`src/rtl/mlp_argmax_if.sv`:
```
// Bundle of the argmax stage's control, RAM read-port and result-port signals.
// The "master" side is the argmax block itself; "slave" is whatever drives
// start/H, serves the data RAM read port and consumes results.
interface mlp_argmax_if #(
    parameter int AW = 10
);
    logic          start;
    logic [7:0]    H;
    logic [AW-1:0] rd_addr;
    logic [7:0]    rd_data;
    logic          busy;
    logic          res_valid;
    logic          res_ready;
    logic [7:0]    res_idx;
    logic [7:0]    res_val;
    logic [8:0]    res_margin;

    modport master (
        input  start, H, rd_data, res_ready,
        output rd_addr, busy, res_valid, res_idx, res_val, res_margin
    );

    modport slave (
        output start, H, rd_data, res_ready,
        input  rd_addr, busy, res_valid, res_idx, res_val, res_margin
    );
endinterface

```
`src/rtl/mlp_argmax.sv`:
```
// Argmax post-processor for the MLP output layer. Streams H signed activations
// out of the data RAM output region, tracks the maximum (lowest index wins a
// tie) and the runner-up, then offers {index, value, margin} on a valid/ready
// result port. Reads only; never writes memory.
module mlp_argmax #(
    parameter int            AW   = 10,
    parameter logic [AW-1:0] BASE = 10'h200
) (
    input  logic         clk,
    input  logic         reset,
    mlp_argmax_if.master bus
);
    typedef enum logic [1:0] {IDLE, ISSUE, DRAIN, OUT} state_t;

    state_t               state_r;
    logic [7:0]           h_r;
    logic [7:0]           iss_cnt_r;
    logic                 issue_v_r;     // an address is being presented this cycle
    logic                 drain_wait_r;  // first DRAIN cycle: last compare still in flight
    logic [AW-1:0]        rd_addr_r;
    logic                 busy_r;
    logic                 res_valid_r;
    logic [7:0]           res_idx_r;
    logic [7:0]           res_val_r;
    logic [8:0]           res_margin_r;

    logic                 data_v_r;      // rd_data holds a requested element this cycle
    logic [7:0]           rcv_cnt_r;
    logic signed [7:0]    max_r;
    logic signed [7:0]    second_r;
    logic [7:0]           idx_r;

    logic                 start_acc_s;
    logic signed [7:0]    d_s;
    logic [8:0]           margin_s;

    assign start_acc_s = (state_r == IDLE) && bus.start;
    assign d_s         = bus.rd_data;
    // Sign-extended subtract; max is never below second, so the result is non-negative.
    assign margin_s    = {max_r[7], max_r} - {second_r[7], second_r};

    assign bus.rd_addr    = rd_addr_r;
    assign bus.busy       = busy_r;
    assign bus.res_valid  = res_valid_r;
    assign bus.res_idx    = res_idx_r;
    assign bus.res_val    = res_val_r;
    assign bus.res_margin = res_margin_r;

    // Scan sequencer: address issue, drain of the read pipeline, result hand-off.
    always_ff @(posedge clk) begin
        if (reset) begin
            state_r      <= IDLE;
            h_r          <= 8'd0;
            iss_cnt_r    <= 8'd0;
            issue_v_r    <= 1'b0;
            drain_wait_r <= 1'b0;
            rd_addr_r    <= {AW{1'b0}};
            busy_r       <= 1'b0;
            res_valid_r  <= 1'b0;
            res_idx_r    <= 8'd0;
            res_val_r    <= 8'd0;
            res_margin_r <= 9'd0;
        end else begin
            case (state_r)
                IDLE: begin
                    if (bus.start) begin
                        h_r    <= bus.H;
                        busy_r <= 1'b1;
                        if (bus.H != 8'd0) begin
                            state_r   <= ISSUE;
                            rd_addr_r <= BASE;
                            iss_cnt_r <= 8'd1;
                            issue_v_r <= 1'b1;
                        end else begin
                            // Empty layer: fixed "no winner" result, valid one cycle later.
                            state_r      <= OUT;
                            res_idx_r    <= 8'hFF;
                            res_val_r    <= 8'h80;
                            res_margin_r <= 9'd0;
                        end
                    end
                end
                ISSUE: begin
                    if (iss_cnt_r < h_r) begin
                        rd_addr_r <= rd_addr_r + AW'(1);
                        iss_cnt_r <= iss_cnt_r + 8'd1;
                    end else begin
                        // Hold the last address; no further elements are requested.
                        issue_v_r    <= 1'b0;
                        drain_wait_r <= 1'b1;
                        state_r      <= DRAIN;
                    end
                end
                DRAIN: begin
                    if (drain_wait_r) begin
                        drain_wait_r <= 1'b0;
                    end else begin
                        res_idx_r    <= idx_r;
                        res_val_r    <= max_r;
                        res_margin_r <= margin_s;
                        res_valid_r  <= 1'b1;
                        state_r      <= OUT;
                    end
                end
                OUT: begin
                    if (!res_valid_r) begin
                        res_valid_r <= 1'b1;
                    end else if (bus.res_ready) begin
                        res_valid_r <= 1'b0;
                        busy_r      <= 1'b0;
                        state_r     <= IDLE;
                    end
                end
                default: begin
                    state_r <= IDLE;
                end
            endcase
        end
    end

    // Compare unit: folds each returned element into the running max / runner-up.
    always_ff @(posedge clk) begin
        if (reset) begin
            data_v_r  <= 1'b0;
            rcv_cnt_r <= 8'd0;
            max_r     <= 8'sd0;
            second_r  <= 8'sd0;
            idx_r     <= 8'd0;
        end else begin
            data_v_r <= issue_v_r;
            if (start_acc_s) begin
                rcv_cnt_r <= 8'd0;
            end else if (data_v_r) begin
                rcv_cnt_r <= rcv_cnt_r + 8'd1;
                if (rcv_cnt_r == 8'd0) begin
                    max_r    <= d_s;
                    idx_r    <= 8'd0;
                    second_r <= -8'sd128;
                end else if (d_s > max_r) begin
                    second_r <= max_r;
                    max_r    <= d_s;
                    idx_r    <= rcv_cnt_r;
                end else if (d_s > second_r) begin
                    second_r <= d_s;
                end else begin
                    second_r <= second_r;
                end
            end else begin
                rcv_cnt_r <= rcv_cnt_r;
            end
        end
    end
endmodule

```
`src/flat_wrapper.sv`:
```
// flat-port wrapper written by rule: the top's interface ports become plain ports
module mlp_argmax_flat 
#(
    parameter int            AW   = 10,
    parameter logic [AW-1:0] BASE = 10'h200
)
  (clk, reset, bus_start, bus_H, bus_rd_data, bus_res_ready, bus_rd_addr, bus_busy, bus_res_valid, bus_res_idx, bus_res_val, bus_res_margin);
  mlp_argmax_if #(.AW(AW)) bus_i ();
  input  logic clk;
  input  logic reset;
  input wire logic [$bits(bus_i.start)-1:0] bus_start;
  input wire logic [$bits(bus_i.H)-1:0] bus_H;
  input wire logic [$bits(bus_i.rd_data)-1:0] bus_rd_data;
  input wire logic [$bits(bus_i.res_ready)-1:0] bus_res_ready;
  output wire logic [$bits(bus_i.rd_addr)-1:0] bus_rd_addr;
  output wire logic [$bits(bus_i.busy)-1:0] bus_busy;
  output wire logic [$bits(bus_i.res_valid)-1:0] bus_res_valid;
  output wire logic [$bits(bus_i.res_idx)-1:0] bus_res_idx;
  output wire logic [$bits(bus_i.res_val)-1:0] bus_res_val;
  output wire logic [$bits(bus_i.res_margin)-1:0] bus_res_margin;
  assign bus_i.start = bus_start;
  assign bus_i.H = bus_H;
  assign bus_i.rd_data = bus_rd_data;
  assign bus_i.res_ready = bus_res_ready;
  assign bus_rd_addr = bus_i.rd_addr;
  assign bus_busy = bus_i.busy;
  assign bus_res_valid = bus_i.res_valid;
  assign bus_res_idx = bus_i.res_idx;
  assign bus_res_val = bus_i.res_val;
  assign bus_res_margin = bus_i.res_margin;
  mlp_argmax #(.AW(AW), .BASE(BASE)) u_core (.clk(clk), .reset(reset), .bus(bus_i));
endmodule
```
`config.mk`:
```
export PLATFORM = sky130hd
export DESIGN_NAME = mlp_argmax_flat
export DESIGN_NICKNAME = d
export VERILOG_FILES = /design/src/rtl/mlp_argmax_if.sv /design/src/rtl/mlp_argmax.sv /design/src/flat_wrapper.sv
export SDC_FILE = /design/constraint.sdc
export NUM_CORES = 1
export LEC_CHECK = 0
export ABC_CLOCK_PERIOD_IN_PS = 2980
export CAP_MARGIN = 20
export CORE_MARGIN = 2
export CORE_UTILIZATION = 27
export CTS_BUF_LIST = sky130_fd_sc_hd__clkbuf_16
export CTS_CLUSTER_DIAMETER = 40
export CTS_CLUSTER_SIZE = 16
export DETAILED_ROUTE_END_ITERATION = 8
export GPL_ROUTABILITY_DRIVEN = 0
export GPL_TIMING_DRIVEN = 0
export PLACE_DENSITY = 0.42
export SETUP_SLACK_MARGIN = 0.15
export SLEW_MARGIN = 10
export SYNTH_ARGS = -nofsm -noshare
export SYNTH_HDL_FRONTEND = slang
export SYNTH_SLANG_ARGS = --single-unit
```
`constraint.sdc`:
```
create_clock -name clk -period 2.98 [get_ports clk]
set_input_delay 0.447 -clock clk [delete_from_list [all_inputs] [get_ports clk]]
set_output_delay 0.447 -clock clk [all_outputs]
set_load 0.005 [all_outputs]
```
==> results.md <==
- Starting density of the core: 27.75%
- Drt first-iter violations: 203
- Post-synthesis mux area share: 4.347%
- Simple-gate portion of the synthesized area: 18.17%
- Number of top-level pins: 57
- Core ar.: 16700 µm²
- Area after detailed placement: 5470 µm²
- Met2 track utilization from global routing: 23.55%
- Number of buffers inserted by hold repair at cts: 0
- Number of buffer cells added on primary ports: 56
- Number of buffers created by CTS: 9
- Adder-cell share of the synthesized area: 10.96%
- Post-route ant nets: 0
- Worst setup timing slack at the placement stage: -0.2774 ns
- Global-route wire length before repair: 20630 µm
- Xor and xnor fraction of the mapped netlist area: 3.024%
- Number of antenna violations at the first check in global routing: 0
- Post-synthesis cell count: 535
- Dominant combinational cell family by area after synthesis: compound AO/OA/AOI/OAI gates
- Vias in the first global route: 3859
- Mapped Avg Cell Area: 8.663 µm²
- Power Density: 655.3 nW/µm²
- Synthesized net count: 595
- Worst voltage drop across the vdd grid: 379.1 µV
- EDFF count, synth: 0
- Main synth FF type: dfxtp_1
- Width of the chip: 135.0 µm
- Clock Tree Buf Depth: 2
- Maxcap violations: 0
- Arrival @ worst endpoint: 2.88 ns
- Post-route design area: 5823 µm²
- Gr busiest metal: met2
- Wire length reported by the detailed router: 12730 µm
- GR Util met3: 2.703%
- Async set-reset flop share out of synthesis: 0%
- Number of hold-slack violations in the final timing report: 0
- Remaining design rule violation count: 0
- Overall die height: 135.0 µm
- Highest-count cells in the layout ignoring fill and taps: dfxtp_1, nor2_1, clkdlybuf4s50_1, a21oi_1
- CTS tree: done
- Area occupied by multi-input gates: 2600 µm²
- Outcome: completed
- Leakage power summed over all cells: 2.088 nW
- Area growth syn-to-layout: 25.65%
- Maximum cell stage delay along the critical path: 0.50 ns
- Global routing usage on met1: 19.02%
- Final critical path time including I/O delays and setup: 2.600 ns
- Standard cell with the maximum stage delay on the critical path: clkdlybuf4s50_1
- Nets: 663
- Final Max Slew Viols: 0
- Cell area after technology mapping: 4634 µm²
- Final number of setup-violating endpoints: 0
- Final worst path period share: 87.25%
- Sequential cell area in the final layout: 1802 µm²
- Number of optimization iterations in the first detailed-route pass: 4
- Unique masters post-synth: 61
- Required @ worst endpoint: 3.26 ns
- Setup crit start kind: primary input
- Post-detailed-placement half-perimeter wirelength: 9474 µm
- Total number of vias: 3986
- Number of warnings printed during yosys synthesis: 0
- Flip-flop count of the largest register after layout: 10
- Ratio of cells with drive above 1 in the final layout: 6.919%
- Global-route usage over all layers: 14.57%
- Clock insertion delay at the later pin of the skew report: 0.35 ns
- Highest clock frequency the design can meet: 384.6 MHz
- Worst-path fanout max: 10
- Library cell used as clock root buffer: clkbuf_16
- Congestion Overflow GR: 0
- Total negative slack: 0 ns
- Most common library cell in the layout ignoring fill and taps: dfxtp_1
- Full die area: 18230 µm²
- Largest clock skew in the final design: 0.007067 ns
- Routed length per instance: 15.40 µm
- Hold WS: 0.4605 ns
- # fillers: 1784
- Synthesized-area fraction occupied by ao, oa, aoi and oai cells: 19.03%
- Number of standard-cell rows in the floorplan: 47
- Sequential element share of the synthesized area: 38.88%
- Worst max-slew margin expressed relative to the limit: 44.78%
- Worst-margin pin slew: 0.8247 ns
- Cell Chain, Critical Path: clkdlybuf4s50_1 > ha_1 > inv_1 > or3_4 > nor3_2 > a21boi_1 > buf_6 > or3_1 > buf_2 > o22ai_1
- Final worst setup slack: 0.3801 ns
- Class of the worst hold path: reg -> reg
- Worst Setup End Kind: flip-flop
- Setup repair after global routing missed its margin: no
- Antenna diodes: 0
- Flip-flop and latch count after synthesis: 90
- H-tree depth: 3
- Post-layout util: 34.87%
- Via density per instance: 4.820
- Category of the most critical setup path: in -> reg
- Largest net degree at the start of global routing: 16
- Register clock-pin slew on the reported worst setup and hold paths: 0.06 ns
- CTS sink cnt: 90
-- layer usage --
layer	vias to the layer above	share of wire, %
li1	2031	-
met1	1882	49
met2	58	46
met3	15	2.8
met4	0	2.5
met5	-	0
-- cell usage after synthesis (3+ instances only) --
master	count	area share, %
inv_1	39	3.2
nand2_1	38	3.1
nor2b_1	5	0.67
o211ai_1	12	1.9
nand4_1	8	1.1
nor3_1	4	0.43
mux2i_1	19	4.1
xor2_1	14	2.6
buf_2	6	0.65
a21o_1	3	0.49
ha_1	39	11
o31ai_1	3	0.49
nand2b_1	4	0.54
or3_1	9	1.2
a211oi_1	4	0.65
o22ai_1	17	2.3
nor2_1	73	5.9
buf_6	3	0.73
nand3_1	7	0.76
a32oi_1	3	0.57
and3_1	6	0.81
or4_1	3	0.49
a21oi_1	43	4.6
clkbuf_1	12	0.97
dfxtp_1	90	39
o21ai_0	16	1.7
a22oi_1	10	1.6
-- final timing paths --
check                           slack [ns]                  to  cells past startpoint       startpoint
worst min-delay path                  0.46       u_core.h_r[6]                      2    u_core.h_r[6]
worst max-delay path                  0.38  u_core.second_r[5]                     10   bus_rd_data[7]
worst min register to register        0.46       u_core.h_r[6]                      2    u_core.h_r[6]
worst max register to register        0.53  u_core.second_r[5]                     10  u_core.max_r[7]
-- kinds of logic (layout without fill, tap and decap cells) --
group                    Yosys count  in the layout
AND/OR/NAND/NOR                  173            173
AO/OA/AOI/OAI                    135            135
flip-flops                        90             90
buffers and inverters             61            133
adder cells (fa/ha/maj)           40             40
multiplexers                      20             20
XOR/XNOR                          16             16
-- stage by stage --
stage	cells	power (mW)
3_3_place_gp	811	2.587
4_1_cts	827	3.854
5_1_grt	827	4.055
3_5_place_dp	811	2.593
6_report	827	3.816
2_1_floorplan	535	2.167
-- cell type report --
type | instances | share of cell area (%)
Buffer | 22 | 1.955
Tap cell | 220 | 4.727
Timing Repair Buffer | 57 | 9.755
Inverter | 39 | 2.514
Multi-Input combinational cell | 384 | 44.65
Clock inverter | 6 | 1.590
Sequential cell | 90 | 30.94
Clock buffer | 9 | 3.868
-- critical path, delay by kind of cell --
family          cells  cell delay (ns)
buf+inv             4             0.91
simple gates        3             0.90
fa+ha+maj           1             0.35
compound gates      2             0.26
-- power by group --
part,switching (mW),internal [mW],total [mW]
combinational,0.665,0.484,1.15
sequential,0.0944,1.33,1.42
clock,0.512,0.733,1.25
total,1.27,2.54,3.82
-- what timing repair did --
item | 4_1_cts | 5_1_grt
buffers inserted | 1 | 0
pin swaps | 1 | 0
gates resized for setup | 0 | 5
setup endpoints to repair | 7 | 17
(Power assumes the default switching activity.)
